[src/rtl/scoring_pkg.sv]
// Shared types for the column-per-cycle score link (transmitter and receiver).
package scoring_pkg;

   typedef logic [1:0] score_t;

   localparam int SCORE_N = 10;

   typedef enum logic [1:0] {
      IDLE = 2'd0,
      SEND = 2'd1,
      GAP  = 2'd2
   } tx_state_e;

endpackage

[src/rtl/score_column_tx_if.sv]
// Control, snapshot input and column-stream output of score_column_tx as one bundle.
interface score_column_tx_if
   import scoring_pkg::score_t, scoring_pkg::SCORE_N;
#(
   parameter int N = SCORE_N
) ();

   logic                  start;
   logic                  hold;
   logic                  abort;
   score_t [N-1:0][N-1:0] matrix_in;
   score_t [N-1:0]        data_out;
   logic   [N-1:0]        data_valid;
   logic                  busy;
   logic                  sent;

   modport master (
      output start, hold, abort, matrix_in,
      input  data_out, data_valid, busy, sent
   );

   modport slave (
      input  start, hold, abort, matrix_in,
      output data_out, data_valid, busy, sent
   );

endinterface

[src/rtl/score_col_mux.sv]
// Picks one column out of an NxN score matrix and one-hot encodes its index.
module score_col_mux
   import scoring_pkg::score_t, scoring_pkg::SCORE_N;
#(
   parameter int N  = SCORE_N,
   parameter int CW = $clog2(N)
) (
   input  score_t [N-1:0][N-1:0] matrix,
   input  logic   [CW-1:0]       col,
   output score_t [N-1:0]        column,
   output logic   [N-1:0]        onehot
);

   genvar gi;
   generate
      for (gi = 0; gi < N; gi++) begin : g_row
         assign column[gi] = matrix[gi][col];
         assign onehot[gi] = (col == CW'(gi));
      end
   endgenerate

endmodule

[src/rtl/score_column_tx.sv]
// Transmit side of the column-per-cycle score link: snapshots an NxN score matrix on
// start and streams it one column per cycle with a one-hot column select.
module score_column_tx
   import scoring_pkg::score_t, scoring_pkg::SCORE_N;
#(
   parameter int N   = SCORE_N,
   parameter int GAP = 0
) (
   input logic              clk,
   input logic              rst_n,
   score_column_tx_if.slave bus
);

   localparam int         CW       = $clog2(N);
   localparam logic [1:0] ST_IDLE  = 2'(scoring_pkg::IDLE);
   localparam logic [1:0] ST_SEND  = 2'(scoring_pkg::SEND);
   localparam logic [1:0] ST_GAP   = 2'(scoring_pkg::GAP);
   localparam logic [3:0] GAP_LOAD = (GAP > 0) ? 4'(GAP - 1) : 4'd0;

   logic [1:0]            state_reg, state_next;
   logic [CW-1:0]         col_reg, col_next;
   logic [3:0]            gap_cnt_reg, gap_cnt_next;
   score_t [N-1:0][N-1:0] snap_reg, snap_next;
   score_t [N-1:0]        data_out_reg, data_out_next;
   logic [N-1:0]          data_valid_reg, data_valid_next;
   logic                  busy_reg, busy_next;
   logic                  sent_reg, sent_next;

   logic                  accept;
   logic                  emit;
   score_t [N-1:0][N-1:0] mux_matrix;
   logic [CW-1:0]         mux_col;
   score_t [N-1:0]        mux_column;
   logic [N-1:0]          mux_onehot;

   // Column 0 leaves on the accepting edge itself, so the mux reads matrix_in directly then.
   assign accept     = (state_reg == ST_IDLE) && bus.start && !bus.abort;
   assign emit       = !bus.abort && !bus.hold && (accept || (state_reg == ST_SEND));
   assign mux_matrix = accept ? bus.matrix_in : snap_reg;
   assign mux_col    = accept ? '0 : col_reg;

   score_col_mux #(
      .N  (N),
      .CW (CW)
   ) u_col_mux (
      .matrix (mux_matrix),
      .col    (mux_col),
      .column (mux_column),
      .onehot (mux_onehot)
   );

   always_comb begin
      state_next      = state_reg;
      col_next        = col_reg;
      gap_cnt_next    = gap_cnt_reg;
      snap_next       = snap_reg;
      sent_next       = sent_reg;
      data_out_next   = '0;
      data_valid_next = '0;

      if (bus.abort) begin
         state_next = ST_IDLE;
         col_next   = '0;
         sent_next  = 1'b0;
      end else begin
         if (accept) begin
            snap_next  = bus.matrix_in;
            col_next   = '0;
            sent_next  = 1'b0;
            state_next = ST_SEND;
         end
         if (emit) begin
            data_valid_next = mux_onehot;
            data_out_next   = mux_column;
            if (mux_col == CW'(N - 1)) begin
               state_next = ST_IDLE;
               sent_next  = 1'b1;
            end else begin
               col_next = mux_col + CW'(1);
               if (GAP > 0) begin
                  state_next   = ST_GAP;
                  gap_cnt_next = GAP_LOAD;
               end else begin
                  state_next = ST_SEND;
               end
            end
         end
         if ((state_reg == ST_GAP) && !bus.hold) begin
            if (gap_cnt_reg == 4'd0) begin
               state_next = ST_SEND;
            end else begin
               gap_cnt_next = gap_cnt_reg - 4'd1;
            end
         end
      end

      busy_next = (state_next != ST_IDLE);
   end

   always_ff @(posedge clk or negedge rst_n) begin
      if (!rst_n) begin
         state_reg      <= ST_IDLE;
         col_reg        <= '0;
         gap_cnt_reg    <= '0;
         snap_reg       <= '0;
         data_out_reg   <= '0;
         data_valid_reg <= '0;
         busy_reg       <= 1'b0;
         sent_reg       <= 1'b0;
      end else begin
         state_reg      <= state_next;
         col_reg        <= col_next;
         gap_cnt_reg    <= gap_cnt_next;
         snap_reg       <= snap_next;
         data_out_reg   <= data_out_next;
         data_valid_reg <= data_valid_next;
         busy_reg       <= busy_next;
         sent_reg       <= sent_next;
      end
   end

   assign bus.data_out   = data_out_reg;
   assign bus.data_valid = data_valid_reg;
   assign bus.busy       = busy_reg;
   assign bus.sent       = sent_reg;

endmodule

[src/flat_wrapper.sv]
// flat-port wrapper written by rule: the top's interface ports become plain ports
module score_column_tx_flat import scoring_pkg::score_t, scoring_pkg::SCORE_N;
#(
   parameter int N   = SCORE_N,
   parameter int GAP = 0
)
  (clk, rst_n, bus_start, bus_hold, bus_abort, bus_matrix_in, bus_data_out, bus_data_valid, bus_busy, bus_sent);
  score_column_tx_if #(.N(N)) bus_i ();
  input logic clk;
  input logic rst_n;
  input wire logic [$bits(bus_i.start)-1:0] bus_start;
  input wire logic [$bits(bus_i.hold)-1:0] bus_hold;
  input wire logic [$bits(bus_i.abort)-1:0] bus_abort;
  input wire logic [$bits(bus_i.matrix_in)-1:0] bus_matrix_in;
  output wire logic [$bits(bus_i.data_out)-1:0] bus_data_out;
  output wire logic [$bits(bus_i.data_valid)-1:0] bus_data_valid;
  output wire logic [$bits(bus_i.busy)-1:0] bus_busy;
  output wire logic [$bits(bus_i.sent)-1:0] bus_sent;
  assign bus_i.start = bus_start;
  assign bus_i.hold = bus_hold;
  assign bus_i.abort = bus_abort;
  assign bus_i.matrix_in = bus_matrix_in;
  assign bus_data_out = bus_i.data_out;
  assign bus_data_valid = bus_i.data_valid;
  assign bus_busy = bus_i.busy;
  assign bus_sent = bus_i.sent;
  score_column_tx #(.N(N), .GAP(GAP)) u_core (.clk(clk), .rst_n(rst_n), .bus(bus_i));
endmodule
[config.mk]
export PLATFORM = sky130hd
export DESIGN_NAME = score_column_tx_flat
export DESIGN_NICKNAME = d
export VERILOG_FILES = /design/src/rtl/scoring_pkg.sv /design/src/rtl/score_column_tx_if.sv /design/src/rtl/score_col_mux.sv /design/src/rtl/score_column_tx.sv /design/src/flat_wrapper.sv
export SDC_FILE = /design/constraint.sdc
export NUM_CORES = 1
export LEC_CHECK = 0
export ABC_AREA = 1
export CAP_MARGIN = 20
export CORE_MARGIN = 2
export CORE_UTILIZATION = 45
export CTS_BUF_LIST = sky130_fd_sc_hd__clkbuf_4 sky130_fd_sc_hd__clkbuf_8 sky130_fd_sc_hd__clkbuf_16
export DETAILED_ROUTE_END_ITERATION = 10
export GPL_ROUTABILITY_DRIVEN = 0
export GPL_TIMING_DRIVEN = 0
export PLACE_DENSITY = 0.74
export SLEW_MARGIN = 30
export SYNTH_ARGS = -nofsm -noshare
export SYNTH_HDL_FRONTEND = slang
export SYNTH_SLANG_ARGS = --single-unit
[constraint.sdc]
create_clock -name clk -period 2.7 [get_ports clk]
set_input_delay 0.54 -clock clk [delete_from_list [all_inputs] [get_ports clk]]
set_output_delay 0.54 -clock clk [all_outputs]
set_load 0.02 [all_outputs]
; ---- Word-level counts from Yosys, hierarchy flattened
; Index checks and enable logic that the tools add are counted.
[totals]
ff_bits = 242
input_bits = 205
output_inout_bits = 32
[op_classes]
add_sub_neg = 2
n_lt_le_gt_ge = 1
eq_ne = 11
mux = 39
bitwise = 2
reduce_logical = 13
[op_table]
columns = op, n
row1 = $mux W200, 1
row2 = $bmux W2 S4, 10
row3 = $mux W20, 2
row4 = $mux W2, 15
row5 = $mux W10, 2
row6 = $eq A4 B3 Y1 const B, 4
row7 = $mux W4, 4
row8 = $eq A4 B2 Y1 const B, 2
row9 = $eq A4 B4 Y1 const B, 2
row10 = $logic_not A4 Y1, 2
row11 = $logic_and A1 B1 Y1, 5
row12 = $lt A4 B5 Y1 const B, 1
row13 = $mux W1, 5
row14 = $add A4 B1 Y4 const B, 1
row15 = $eq A4 B1 Y1 const B, 1
row16 = $sub A4 B1 Y4 const B, 1
row17 = $reduce_and A3 Y1, 1
row18 = $eq A2 B1 Y1 const B, 1
row19 = $eq A2 B2 Y1 const B, 1
row20 = $logic_not A1 Y1, 2
row21 = $logic_not A2 Y1, 1
row22 = $not A1 Y1, 2
row23 = $reduce_bool A2 Y1, 1
row24 = $logic_or A1 B1 Y1, 1

; ---- Depth between registers and ports, before layout
[depth]
depth_word = 11
ltp_mapped = 14
ltp_nobuf = 12

; ---- Cells and area by module
; Synthesis repeated with hierarchy kept, for this count alone.
[unflattened]
cells_unflattened = 1401
hier_area_um2 = 14986.9
[modules_own_cells]
columns = module, instances, cells_each, area_each_um2
row1 = score_column_tx, 1, 821, 12679.7
row2 = score_col_mux, 1, 580, 2307.2

; ---- Worst setup path after synthesis
; No wires, ideal clock.
[synth_path]
path_type = input-to-reg
from = in bus_abort
to = reg u_core.data_out_reg (netlist bit u_core.bus.data_out[14])
setup_ps = 113
arrival_time_ps = 1701
setup_slack_ps = 886
stages = 13
path_buffers = 3
cell_sequence = buf_6 -> nor2_8 -> nand2_4 -> buf_4 -> buf_2 -> nand2_1 -> nand2_1 -> nor2_1 -> nor2_1 -> nand3_1 -> nand3_1 -> nand2_1 -> inv_1
[synth_lines]
columns = item, line
row1 = start: declaration, flat_wrapper.sv:13  ; input wire logic [$bits(bus_i.abort)-1:0] bus_abort;
row2 = end signal: assignment, score_column_tx.sv:115  ; data_out_reg <= data_out_next;
row3 = end: declaration, score_column_tx.sv:24  ; score_t [N-1:0] data_out_reg, data_out_next;

==> out/metrics.cfg <==
[setup_path]
start_kind=input pin
end_kind=flop
reg2reg_from=u_core.state_reg[1]
r2r_slack_ns=0.30
r2r_cells=11
critPathArrivalTime_ns=2.88
required_ns=3.13
path_max_fanout=10
worst-setup-path-type=in2reg
r2r-end=u_core.bus.data_out[16]

[cts]
post_cts_buffers=0
numCtsBuffers=25
clkTransAtPathRegs_ns=0.06
clkLatencyLatePin_ns=0.52
cts_resized=0
cts.path.max_buffers=3
cts_sinks=242
holdBufCountCts=1
cts_root_buf=clkbuf_16
htree_num_levels=1
cts_tree=built

[logic_synthesis]
synth_top_family_by_area=simple AND/OR/NAND/NOR gates
synth_warnings=0
synth_edf_count=0
synth.net_count=1702
synthAdderAreaFrac_pct=0.110
synth-compound-area-share_pct=6.12
synth_cell_types=33
yosys.area_share.simple_pct=31.0
muxShareOfSynthArea_pct=0
netlist_area_um2=11400
synth-seq-cells=242
synth_cells=1496
synth_xor_area_share_pct=0.154
yosysSeqAreaShare_pct=53.2
async_reset_ff_share_pct=100
syn_avg_cell_area_um2=7.62
synth_flop_cell=dfrtp_1

[timing]
finalSetupViolCount=0
min_period_ns=2.45
fin_crit_sh_pct=90.7
fin_skew_ns=0.00828
fin_ws_ns=0.251
slew_violations=0
tightest_slew_ns=0.783
fmax_mhz=408
relSlewSlack_pct=47.8
hold_viol_final=0
grt_setup_unrepaired=false
whs_ns=0.275
finalSetupTns_ns=0

[run_status]
outcome=complete, no violations

[final_layout]
stdcell_area_um2=15100
layout_commonest_cell=nand2_1
seq_area_um2=6060
fill_cells=2273
n_antenna_cell=0
largest_reg_flops=200
fin_nets=1968
final_cell_mix=nand2_1, dfrtp_1, clkdlybuf4s50_1, nor2_1, inv_1
multi_input_area_um2=4260
drive_gt1_share_pct=6.18
area_growth_pct=32.3

[placement]
dpl_cell_area_um2=14200
port_buffers=235
place_hpwl_um=27400
place_ws_ns=-0.219

[min_path]
hp-class=in2reg
worst_hold_startpoint=bus_abort
worstHoldEndpoint=u_core.col_reg[2]
min_path_cells=2

[drt]
ant_nets=0
vias_per_cell=5.02
wl_um=36800
drtPass1Iterations=7
drt_iter0_drc=1023
post-route-drc-count=0
wl_per_cell_um=17.4
vias=10600

[grt]
grt_first_pass_wirelength_um=57000
grt_pass1_vias=10600
track_usage_pct=28.0
grt_antenna_before_repair=0
grt.overflow.total=0
grt_max_degree=85

[die]
dieArea_um2=26600
core-area_um2=25000
start_util_pct=45.5
die_h_um=163
ios=237
die_x_um=163
fp-row-count=58

[power]
vdd_drop_max_v=0.000348
power_density_nw_per_um2=642
p_leak_nw=8.02

[job]
drv_cap=0

cell type report:
type	count	share of cell area, %
clock buffer	34	4.85
sequential	242	40.2
tap	330	2.74
inverter	179	4.47
timing repair buffer	239	16.3
clock inverter	10	0.573
buffer	77	2.70
multi-input combinational	998	28.2
critical path, cell delays in order:
cell	delay (ns)
clkdlybuf4s50_1	0.39
inv_1	0.14
nor2_8	0.07
nand2_4	0.14
o21ai_2	0.14
inv_1	0.12
clkbuf_1	0.60
nor2_1	0.09
nor2_1	0.17
nand3_1	0.12
nand3_1	0.14
nand2_1	0.07
nor2_1	0.13
power by group:
group          total (W)  internal, W  switching, W
Combinational    0.00195     0.000799       0.00115
Sequential       0.00430      0.00415      0.000150
Clock            0.00343      0.00199       0.00144
Total            0.00968      0.00694       0.00274
per-stage QoR:
step           total power [W]  cells  utilization (%)
2_1_floorplan          0.00543   1496                -
3_5_place_dp           0.00627   2064             56.9
6_report               0.00968   2109             60.2
3_3_place_gp           0.00621   2061             56.5
4_1_cts                0.00967   2109             60.2
5_1_grt                 0.0101   2109             60.2
how the worst max path moves through the flow:
stage / slack (ns) / endpoint / startpoint
2_1_floorplan: 0.89 / u_core.bus.data_out[14] / bus_abort
5_1_grt: 0.11 / u_core.bus.data_out[16] / bus_start
3_5_place_dp: -0.22 / u_core.bus.data_out[13] / bus_start
4_1_cts: 0.33 / u_core.bus.data_out[7] / bus_start
3_3_place_gp: -9.04 / u_core.bus.data_valid[9] / rst_n
6_report: 0.25 / u_core.bus.data_out[16] / bus_start
synth_stat cells, types with 2 or more instances:
library cell | count | area [µm²]
o21ai_0 | 13 | 65.1
o21a_1 | 56 | 420
dfrtp_1 | 242 | 6060
xor2_1 | 2 | 17.5
o21ai_1 | 15 | 75.1
nor3_1 | 3 | 15.0
inv_2 | 2 | 7.51
inv_1 | 175 | 657
nand2_1 | 550 | 2060
buf_4 | 11 | 82.6
a21oi_1 | 20 | 100
buf_2 | 37 | 185
nand4_1 | 8 | 50.1
nor2_1 | 218 | 818
clkbuf_1 | 21 | 78.8
buf_6 | 4 | 45.0
o22ai_1 | 2 | 12.5
buf_1 | 4 | 15.0
nand3_1 | 99 | 495
metal layers:
| layer | part of all wire, % | global-route usage, % | wire length [µm] | vias up |
|---|---|---|---|---|
| li1 | - | - | - | 5076 |
| met1 | 43 | 39.4 | 15600 | 4924 |
| met2 | 44 | 42.9 | 16200 | 485 |
| met3 | 8.8 | 4.52 | 3230 | 109 |
| met4 | 4.7 | 12.1 | 1720 | 0 |
| met5 | 0 | 0 | 0 | - |
kinds of logic (layout without fill, tap and decap cells):
logic type / Yosys count / in the layout
AND/OR/NAND/NOR: 886 / 886
buffers and inverters: 256 / 539
flip-flops: 242 / 242
AO/OA/AOI/OAI: 109 / 109
XOR/XNOR: 2 / 2
adder cells (fa/ha/maj): 1 / 1
Note: power is estimated with default switching activity, not from simulation.
